**config.mk**
```make
export PLATFORM = sky130hd
export DESIGN_NAME = lut_cfg_loader
export DESIGN_NICKNAME = d
export VERILOG_FILES = /design/src/rtl/lut_cfg_loader.sv
export SDC_FILE = /design/constraint.sdc
export NUM_CORES = 1
export LEC_CHECK = 0
export CORE_MARGIN = 2
export CORE_UTILIZATION = 40
export CTS_CLUSTER_SIZE = 30
export DETAILED_ROUTE_END_ITERATION = 7
export PLACE_DENSITY_LB_ADDON = 0.25
export RECOVER_POWER = 25
export SYNTH_ARGS = -nofsm -noshare
export SYNTH_HDL_FRONTEND = slang
export SYNTH_SLANG_ARGS = --single-unit
```
**constraint.sdc**
```tcl
create_clock -name cclk -period 5.7 [get_ports cclk]
set_clock_uncertainty 0.2 [all_clocks]
set_input_delay 1.14 -clock cclk [delete_from_list [all_inputs] [get_ports cclk]]
set_output_delay 1.14 -clock cclk [all_outputs]
set_load 0.02 [all_outputs]
```
**src/rtl/lut_cfg_loader.sv**
```systemverilog
// lut_cfg_loader: assembles streamed config words into LUT frames
// and commits them to each LUT in turn via a one-hot enable.
module lut_cfg_loader #(
  parameter int NUM_LUTS     = 8,
  parameter int INPUTS       = 4,
  parameter int MEM_SIZE     = 2**INPUTS,
  parameter int CONFIG_WIDTH = 4,
  parameter int IDX_W        = (NUM_LUTS > 1) ? $clog2(NUM_LUTS) : 1
) (
  input  logic                    cclk,
  input  logic                    rst_n,
  input  logic                    start,
  input  logic                    abort,
  input  logic                    s_valid,
  output logic                    s_ready,
  input  logic [CONFIG_WIDTH-1:0] s_data,
  output logic [MEM_SIZE-1:0]     config_out,
  output logic [NUM_LUTS-1:0]     cen,
  output logic [IDX_W-1:0]        lut_idx,
  output logic                    busy,
  output logic                    done
);

  localparam int W     = MEM_SIZE / CONFIG_WIDTH;
  localparam int CNT_W = (W > 1) ? $clog2(W) : 1;

  localparam logic [CNT_W-1:0] LAST_CNT = CNT_W'(W - 1);
  localparam logic [IDX_W-1:0] LAST_IDX = IDX_W'(NUM_LUTS - 1);

  if (NUM_LUTS < 1) begin : g_bad_luts
    $error("NUM_LUTS must be at least 1");
  end
  if ((MEM_SIZE % CONFIG_WIDTH) != 0) begin : g_bad_width
    $error("MEM_SIZE must be a multiple of CONFIG_WIDTH");
  end

  typedef enum logic [1:0] {
    S_IDLE,
    S_LOAD,
    S_COMMIT
  } state_e;

  state_e state_q, state_d;

  logic [CNT_W-1:0]    cnt_q, cnt_d;
  logic [IDX_W-1:0]    idx_q, idx_d;
  logic [MEM_SIZE-1:0] frame_q, frame_d;
  logic [MEM_SIZE-1:0] cfg_q, cfg_d;
  logic [NUM_LUTS-1:0] cen_q, cen_d;
  logic                done_q, done_d;

  logic hs;
  logic last_word;
  logic last_lut;
  int   off;

  assign last_word = (cnt_q == LAST_CNT);
  assign last_lut  = (idx_q == LAST_IDX);
  assign off       = int'(cnt_q) * CONFIG_WIDTH;
  assign hs        = s_valid && s_ready;

  always_ff @(posedge cclk or negedge rst_n) begin
    if (!rst_n) begin
      state_q <= S_IDLE;
    end else begin
      state_q <= state_d;
    end
  end

  always_comb begin
    state_d = state_q;
    if (abort) begin
      state_d = S_IDLE;
    end else begin
      unique case (state_q)
        S_IDLE: begin
          if (start) state_d = S_LOAD;
        end
        S_LOAD: begin
          if (hs && last_word) state_d = S_COMMIT;
        end
        S_COMMIT: begin
          state_d = last_lut ? S_IDLE : S_LOAD;
        end
        default: state_d = S_IDLE;
      endcase
    end
  end

  // Ready never looks at s_valid, only at state and abort.
  always_comb begin
    s_ready = (state_q == S_LOAD) && !abort;
    busy    = (state_q != S_IDLE);
  end

  always_comb begin
    cnt_d   = cnt_q;
    idx_d   = idx_q;
    frame_d = frame_q;
    cfg_d   = cfg_q;
    cen_d   = '0;
    done_d  = 1'b0;
    if (abort) begin
      cnt_d = '0;
      idx_d = '0;
    end else begin
      unique case (state_q)
        S_IDLE: begin
          if (start) begin
            cnt_d   = '0;
            idx_d   = '0;
            frame_d = '0;
          end
        end
        S_LOAD: begin
          if (hs) begin
            frame_d[off +: CONFIG_WIDTH] = s_data;
            if (last_word) begin
              cnt_d = '0;
              // Register the whole frame so the bus is stable with cen.
              cfg_d = frame_d;
              cen_d = NUM_LUTS'(1) << idx_q;
            end else begin
              cnt_d = cnt_q + CNT_W'(1);
            end
          end
        end
        S_COMMIT: begin
          if (last_lut) begin
            done_d = 1'b1;
          end else begin
            idx_d = idx_q + IDX_W'(1);
            cnt_d = '0;
          end
        end
        default: begin
          cnt_d = '0;
          idx_d = '0;
        end
      endcase
    end
  end

  always_ff @(posedge cclk or negedge rst_n) begin
    if (!rst_n) begin
      cnt_q   <= '0;
      idx_q   <= '0;
      frame_q <= '0;
      cfg_q   <= '0;
      cen_q   <= '0;
      done_q  <= 1'b0;
    end else begin
      cnt_q   <= cnt_d;
      idx_q   <= idx_d;
      frame_q <= frame_d;
      cfg_q   <= cfg_d;
      cen_q   <= cen_d;
      done_q  <= done_d;
    end
  end

  assign config_out = cfg_q;
  assign cen        = cen_q;
  assign lut_idx    = idx_q;
  assign done       = done_q;

endmodule

```
==> run metrics <==
period utilization=70.5%; first drt pass iteration count=4; GRT Residual Overflow=0; vias in the first global route=1778; antenna diode count=0; TritonCTS Buffers=5; DP Cell Count=311; io pins=39; Worst Max-Slew Pin Slew=2.52 ns; nets@finish=267; fillcell total=493; Post-DP Area=0.00268 mm^2; final design utilization=50.6%; hpwl dp=3.21 mm; Crit-path slowest cell=dlygate4sd3_1; worst-path fanout max=7; NetSw=0.147 mW; Power Density=230 mW/mm^2; Flop pwr share=54.5%; Clk pwr share=38.1%; WP depth=4; cells after synthesis=215; Max clock buf depth=2; failing checks=capacitance limit, slew limit; max-cap violations=1; Starting Density=41.5%; CTS Root Cell=clkbuf_8; die area=0.00633 mm^2; buffers added on ports=38; worst path cell trace=dlygate4sd3_1 > nor2_1 > and2_1 > clkdlybuf4s50_1; Total GRT Usage=17.5%; status=finished with violations; Post-CTS Hold Buffers=0; Tmin final=4.02 ns; worst hold path type=reg2reg; sequential area share after synthesis=52.6%; largest delay contributor family on the critical path=buffers and inverters; Leakage=1.26 nW; Pint=0.492 mW; CP Launch Type=primary input; CTS tree=done; CP Capture Type=output pin; largest net degree at the start of global routing=49; total power=0.640 mW; Synth top area share=52.6%; post-CTS sizing=0; Max transition margin=-68.3%; Placeable Area=0.00551 mm^2; reg2reg end=config_out[8]; setup TNS=0 ns; DRT iter0 DRCs=107; Reg2Reg Setup Slack=3.13 ns; Mapped Area=0.00228 mm^2; antenna violations before repair=0; Final Hold Fails=0; Vias=1754; Max VDD drop=0.104 mV; post-CTS repair timing setup buffer count=0; final setup fails=0; Yosys cell types=34; Die H=79.6 um; number of synthesized register bits=48; routed len/inst=15.6 um; Synth area leader=dfrtp_1; Worst Hold Depth=1; Finished Layout Cells=319; ratio of cells with drive above 1 in the final layout=4.86%; # DRC=0; first-pass GRT wire length=8.69 mm; Ys Warns=0; later-pin clock latency in the skew report=0.30 ns; crit path capture=s_ready; syn nets=236; most frequent cells in the layout=dfrtp_1 (48), a21oi_1 (40), clkdlybuf4s50_1 (35); WP buf/inv=2; ranking of synthesized cells by area=dfrtp_1 (53%), a21oi_1 (8.8%), ha_1 (6.6%), a32o_1 (4.8%), nor2b_1 (3.6%); Worst Setup Path Type=in2out; cell row count=27; Finished Cell Area=0.00278 mm^2; placer congestion estimate=0.777; sw frac=23.0%; CTS H-tree depth=2; hold path startpoint=frame_q[2]; achievable frequency=0.249 GHz; CP peak stage delay=0.62 ns; WP data arrival=2.68 ns; Sink Count=48; area grow syn2layout=21.9%; combinational group share of total power=7.4%; data required time at the worst endpoint=4.36 ns; Max Slew Vio Count=49; r2r startpoint=cnt_q[0]; antenna viol nets, final=0; Total Wirelength=4.99 mm; RSZ-0062 raised after global routing=false; Mean Syn Cell Area=10.6 um^2; FF-to-FF path depth=3; Vias/cell=5.50; Crit. Startpoint=abort; DIE WIDTH=79.6 um; commonest non-fill, non-tap cell in the layout=dfrtp_1; Clock transition at path regs=0.08 ns
metal layers:
layer	vias up	track usage, %	wire [um]
met2	46	27.6	2250
met3	6	4.41	233
met4	0	6.21	57
met5	-	0	0
li1	838	-	-
met1	864	23.2	2450
final cells by class:
type                       instances  area (um^2)  area share [%]
clock inverter                     2         35.0            1.26
timing repair buffer              38          374            13.4
sequential                        48         1200            43.1
inverter                           8         30.0            1.08
tap                               72         90.1            3.24
clock buffer                       6         72.6            2.61
multi-input combinational        145          981            35.2
cell families after synthesis:
family | count (synthesis) | synth area share [%]
multiplexers | 1 | 0.493
AND/OR/NAND/NOR | 61 | 16.1
adder cells (fa/ha/maj) | 12 | 6.58
buffers and inverters | 22 | 4.44
flip-flops | 48 | 52.6
AO/OA/AOI/OAI | 71 | 19.8
stage by stage:
stage / setup WS (ns) / hold slack (ns)
after global placement: 1.81 / 0.282
after floorplan: 2.85 / 0.265
after detailed placement: 1.79 / 0.287
after global routing: 1.56 / 0.324
final: 1.68 / 0.302
after CTS: 1.79 / 0.306
power groups by stage:
| stage | Sequential (mW) | Clock, mW | Combinational (mW) |
|---|---|---|---|
| global placement | 0.356 | 0 | 0.0477 |
| CTS | 0.349 | 0.251 | 0.0482 |
| detailed placement | 0.356 | 0 | 0.0478 |
| global route | 0.350 | 0.265 | 0.0534 |
| finish | 0.349 | 0.244 | 0.0472 |
| floorplan | 0.355 | 0 | 0.0280 |
synthesized netlist by cell type:
cell       number
or4b_1          1
nand2_1        14
nor2b_1        13
or2_2           1
nor3b_1         1
nor4_1          1
nand4bb_1       1
nand2b_1        1
a31oi_1         4
buf_6           1
inv_1           8
and4b_1         1
o21ai_1         4
nand4_1         4
a31o_2          1
dfrtp_1        48
and3_1          9
a31o_1          1
o211ai_1        4
a21oi_1        40
and4bb_1        1
a22o_1          3
nor2_1          4
mux2_2          1
and2_1          5
a21o_1          2
nor3_1          1
nand3_1         1
buf_2           9
clkbuf_1        4
a32o_1         11
a311oi_1        1
ha_1           12
and4bb_2        2
how the worst min path moves through the flow:
| stage | end |
|---|---|
| 6_report | frame_q[2] |
| 3_5_place_dp | frame_q[2] |
| 3_3_place_gp | frame_q[2] |
| 2_1_floorplan | frame_q[2] |
| 5_1_grt | frame_q[2] |
| 4_1_cts | frame_q[2] |
flip-flops by register name, indices dropped and copies added, names as in the netlist:
name / flops
config_out: 16
frame_q: 16
cen: 8
lut_idx: 3
cnt_q: 2
state_q: 2
done: 1
Note: power is estimated with default switching activity, not from simulation.
==> RTL edit 1: new RTL, same flow settings <==
`CONFIG_WIDTH`: 4 -> 8.
--- a/src/rtl/lut_cfg_loader.sv
+++ b/src/rtl/lut_cfg_loader.sv
@@ -4,7 +4,7 @@
   parameter int NUM_LUTS     = 8,
   parameter int INPUTS       = 4,
   parameter int MEM_SIZE     = 2**INPUTS,
-  parameter int CONFIG_WIDTH = 4,
+  parameter int CONFIG_WIDTH = 8,
   parameter int IDX_W        = (NUM_LUTS > 1) ? $clog2(NUM_LUTS) : 1
 ) (
   input  logic                    cclk,
Ports: changed (resized s_data); port bits go from 39 to 43. No check against the original RTL was run, so the function may have changed too.
==> RTL edit 1 against the original RTL <==
The run still ends with capacitance limit, slew limit left; count of clock-buffer cells in the layout down 1; final area down 21%; sequential cell count down 9; hold slack better by 0.0011 ns; clock power down 7%; synthesized cell count down 47%; wire length down 37%; total power down 0.45%; die area down 26%; sequential power down 11%; largest cell class unchanged; synthesized area down 27%; via count down 41%; worst setup slack better by 0.12 ns.
==> RTL edit 1: results (changes against the original RTL) <==
- Outcome: finished, violations left
- Failing checks: capacitance limit, slew limit
- Reg2reg end: config_out[0]$_DFFE_PN0P_
- Final Slew Violations: 40 (-18%)
- Port Buffer Count: 42 (+11%)
- Syn_nets: 132 (-44%)
- TritonCTS Buffers: 5 (unchanged)
- Initial drt markers: 56 (-48%)
- Worst slew margin: -34.0% (+34 points)
- Fill count: 338 (-31%)
- Top cells by area, synth: dfrtp_1 (58%), mux2_4 (12%), ha_1 (4.5%), a22o_1 (4.2%), mux2_2 (3.4%)
- Final WL: 3170 um (-37%)
- Clock latency on the worst-skew pair: 0.28 ns (-0.02 ns)
- Most instantiated cells after synthesis: dfrtp_1 (39), mux2_4 (13), a22o_1 (8)
- Pin count of the biggest net entering global routing: 40 (-18%)
- Fin nets: 175 (-34%)
- Vias in the first global route: 1069 (-40%)
- Lkg Pwr: 1.04 nW (-17%)
- Post-synthesis sequential area ratio: 58.4% (+5.8 points)
- R2R Setup Slk: 3.25 ns (+0.12 ns)
- Vias: 1042 (-41%)
- Root Driver: clkbuf_8
- Layout cells sized above 1: 18.5% (+14 points)
- FF-to-FF Start: state_q[0]$_DFFE_PN0P_
- VDD IR max: 0.221 mV (+110%)
- Hold slack: 0.303 ns (+0.00109 ns)
- Max Cap Viol: 1 (unchanged)
- First-pass GRT wire length: 5220 um (-40%)
- Setup WS pre-CTS: 1.80 ns (+0.0113 ns)
## RTL edit 1: worst max path at each step
stage / startpoint / to / slack [ns] / depth (start not counted)
6_report: abort / s_ready / 1.80 / 3
5_1_grt: abort / s_ready / 1.70 / 3
4_1_cts: abort / s_ready / 1.79 / 3
3_5_place_dp: abort / s_ready / 1.80 / 3
3_3_place_gp: abort / s_ready / 1.83 / 3
2_1_floorplan: abort / s_ready / 2.87 / 1
## RTL edit 1: power groups by stage
stage               Combinational, mW  Clock (mW)  Sequential [mW]
floorplan                      0.0369           0            0.329
global placement               0.0991           0            0.314
detailed placement              0.101           0            0.316
CTS                             0.102       0.232            0.310
global route                    0.107       0.244            0.313
finish                          0.100       0.226            0.310
## RTL edit 1: cell families after synthesis
family / after synthesis / share of synthesized area [%]
simple gates: 25 / 10.0
flops: 39 / 58.4
buf+inv: 9 / 4.12
mux: 19 / 15.7
compound gates: 14 / 6.74
fa+ha+maj: 6 / 4.49
xor+xnor: 1 / 0.524
## RTL edit 1: metrics by stage
step,instances,area [um^2],utilization [%]
floorplan,113,1670,-
global placement,199,2090,52.3
detailed placement,199,2090,52.3
CTS,207,2200,55.1
global route,207,2200,55.1
finish,207,2200,55.1
## RTL edit 1: layout make-up
cell class	count	share of cell area (%)
Sequential cell	39	44.3
Inverter	3	0.511
Clock inverter	3	1.99
Tap cell	50	2.84
Clock buffer	5	3.13
Multi-Input combinational cell	65	28.4
Timing Repair Buffer	42	18.8
## RTL edit 1: critical path, stage by stage
cell	delay (ns)
clkdlybuf4s50_1	0.53
nor3b_2	0.25
clkdlybuf4s50_1	0.64
## RTL edit 1: layer usage
metal,share of wire (%),up-vias,GRT usage [%]
met3,3.8,4,4.71
li1,-,484,-
met4,1.7,0,6.75
met2,49,25,23.2
met5,0,-,0
met1,46,529,19.9
==> RTL edit 2: new RTL, config.mk and constraints unchanged <==
Made on the original files. The 3 states of `state_e` get a one-hot encoding in 3 bits.
--- a/src/rtl/lut_cfg_loader.sv
+++ b/src/rtl/lut_cfg_loader.sv
@@ -34,10 +34,10 @@
     $error("MEM_SIZE must be a multiple of CONFIG_WIDTH");
   end
 
-  typedef enum logic [1:0] {
-    S_IDLE,
-    S_LOAD,
-    S_COMMIT
+  typedef enum logic [2:0] {
+    S_IDLE   = 3'b001,
+    S_LOAD   = 3'b010,
+    S_COMMIT = 3'b100
   } state_e;
 
   state_e state_q, state_d;
Function: no difference found for any inputs over 10 cycles, from zero or initial values and one cycle with rst_n low; not proved beyond that.
==> RTL edit 2 against the original RTL <==
The run still ends with capacitance limit, slew limit left; worst setup slack lost 0.070 ns; critical path depth shrank 1; sequential cell count grew 1; via count grew 9.3%; total power grew 2.4%; final area grew 8.6%; synthesized area grew 11%; wire length grew 13%; synthesized cell count grew 7.9%; sequential share of layout area shrank 2.6 points; die area grew 10%; combinational power shrank 6.1%; count of clock-buffer cells in the layout grew 1; cell count grew 6.3%; critical path type unchanged; critical endpoint unchanged; largest cell class unchanged; largest power group unchanged.
==> RTL edit 2: results (changes against the original RTL) <==
- Outcome: finished, violations left
- Failing checks: capacitance limit, slew limit
- Via density: 5.65 (+2.8%)
- VDD IR max: 0.162 mV (+55%)
- Mux contribution to synthesized area: 1.73% (+1.2 points)
- First-pass GRT wire length: 9580 um (+10%)
- CP peak stage delay: 0.66 ns (+0.04 ns)
- Hold_sp: config_out[9]$_DFFE_PN0P_
- Pin count of the biggest net entering global routing: 50 (+2.0%)
- R2R Setup Slk: 3.24 ns (+0.11 ns)
- Setup WS pre-CTS: 1.60 ns (-0.194 ns)
- Fin nets: 284 (+6.4%)
- Switching Share: 22.1% (-0.92 points)
- Worst Hold End: config_out[9]$_DFFE_PN0P_
- Top cells by area, synth: dfrtp_1 (47%), ha_1 (5.9%), o22ai_1 (4.4%), a2bb2oi_1 (3.5%), inv_1 (3.4%)
- PwrDens: 217 mW/mm^2 (-5.8%)
- Crit-path slowest cell: clkdlybuf4s50_1
- Drt wl/cell: 16.6 um (+6.4%)
- Gpl congestion: 0.826 (+6.2%)
- Final Slew Violations: 50 (+2.0%)
- Worst-case reg-to-reg path depth: 4 (+1)
- Hold slack: 0.305 ns (+0.00278 ns)
- Post-place instance area: 0.00291 mm^2 (+8.6%)
- Total GRT Usage: 16.8% (-0.67 points)
- Met1 Resource Use GR: 23.9% (+0.70 points)
- DRT met1 WL: 2720 um (+11%)
- Post-Syn Area per Cell: 10.9 um^2 (+2.7%)
- Layout cells sized above 1: 9.09% (+4.2 points)
- Vias in the first global route: 1955 (+10%)
- Most instantiated cells after synthesis: dfrtp_1 (48), inv_1 (23), o22ai_1 (18)
- Lkg Pwr: 1.30 nW (+3.2%)
- Max Cap Viol: 1 (unchanged)
- Placed cells: 331 (+6.4%)
[RTL edit 2: changes by cell type in the layout (fill, tap and decap cells not counted), sizes merged, moves of 10 or more]
cell | unedited run | this run
a21oi | 40 | 10
o22ai | 0 | 18
inv | 8 | 24
nor2b | 13 | 1
a32o | 11 | 0
a2bb2oi | 0 | 10
nand2 | 14 | 4
[RTL edit 2: area by class of cell]
| class | instances | area, um^2 | area share [%] |
|---|---|---|---|
| flip-flops and latches | 49 | 1230 | 40.6 |
| well taps | 75 | 93.8 | 3.10 |
| clock inverters | 1 | 30.0 | 0.993 |
| multi-input cells | 144 | 1110 | 36.9 |
| clock buffers | 7 | 86.3 | 2.85 |
| inverters | 24 | 90.1 | 2.98 |
| repair buffers | 39 | 382 | 12.6 |
[RTL edit 2: worst max path at each step]
stage	slack, ns	cells past startpoint	endpoint
after detailed placement	1.60	3	s_ready
after global placement	1.60	3	s_ready
after global routing	1.55	3	s_ready
after CTS	1.58	3	s_ready
after floorplan	2.45	4	s_ready
final	1.61	3	s_ready
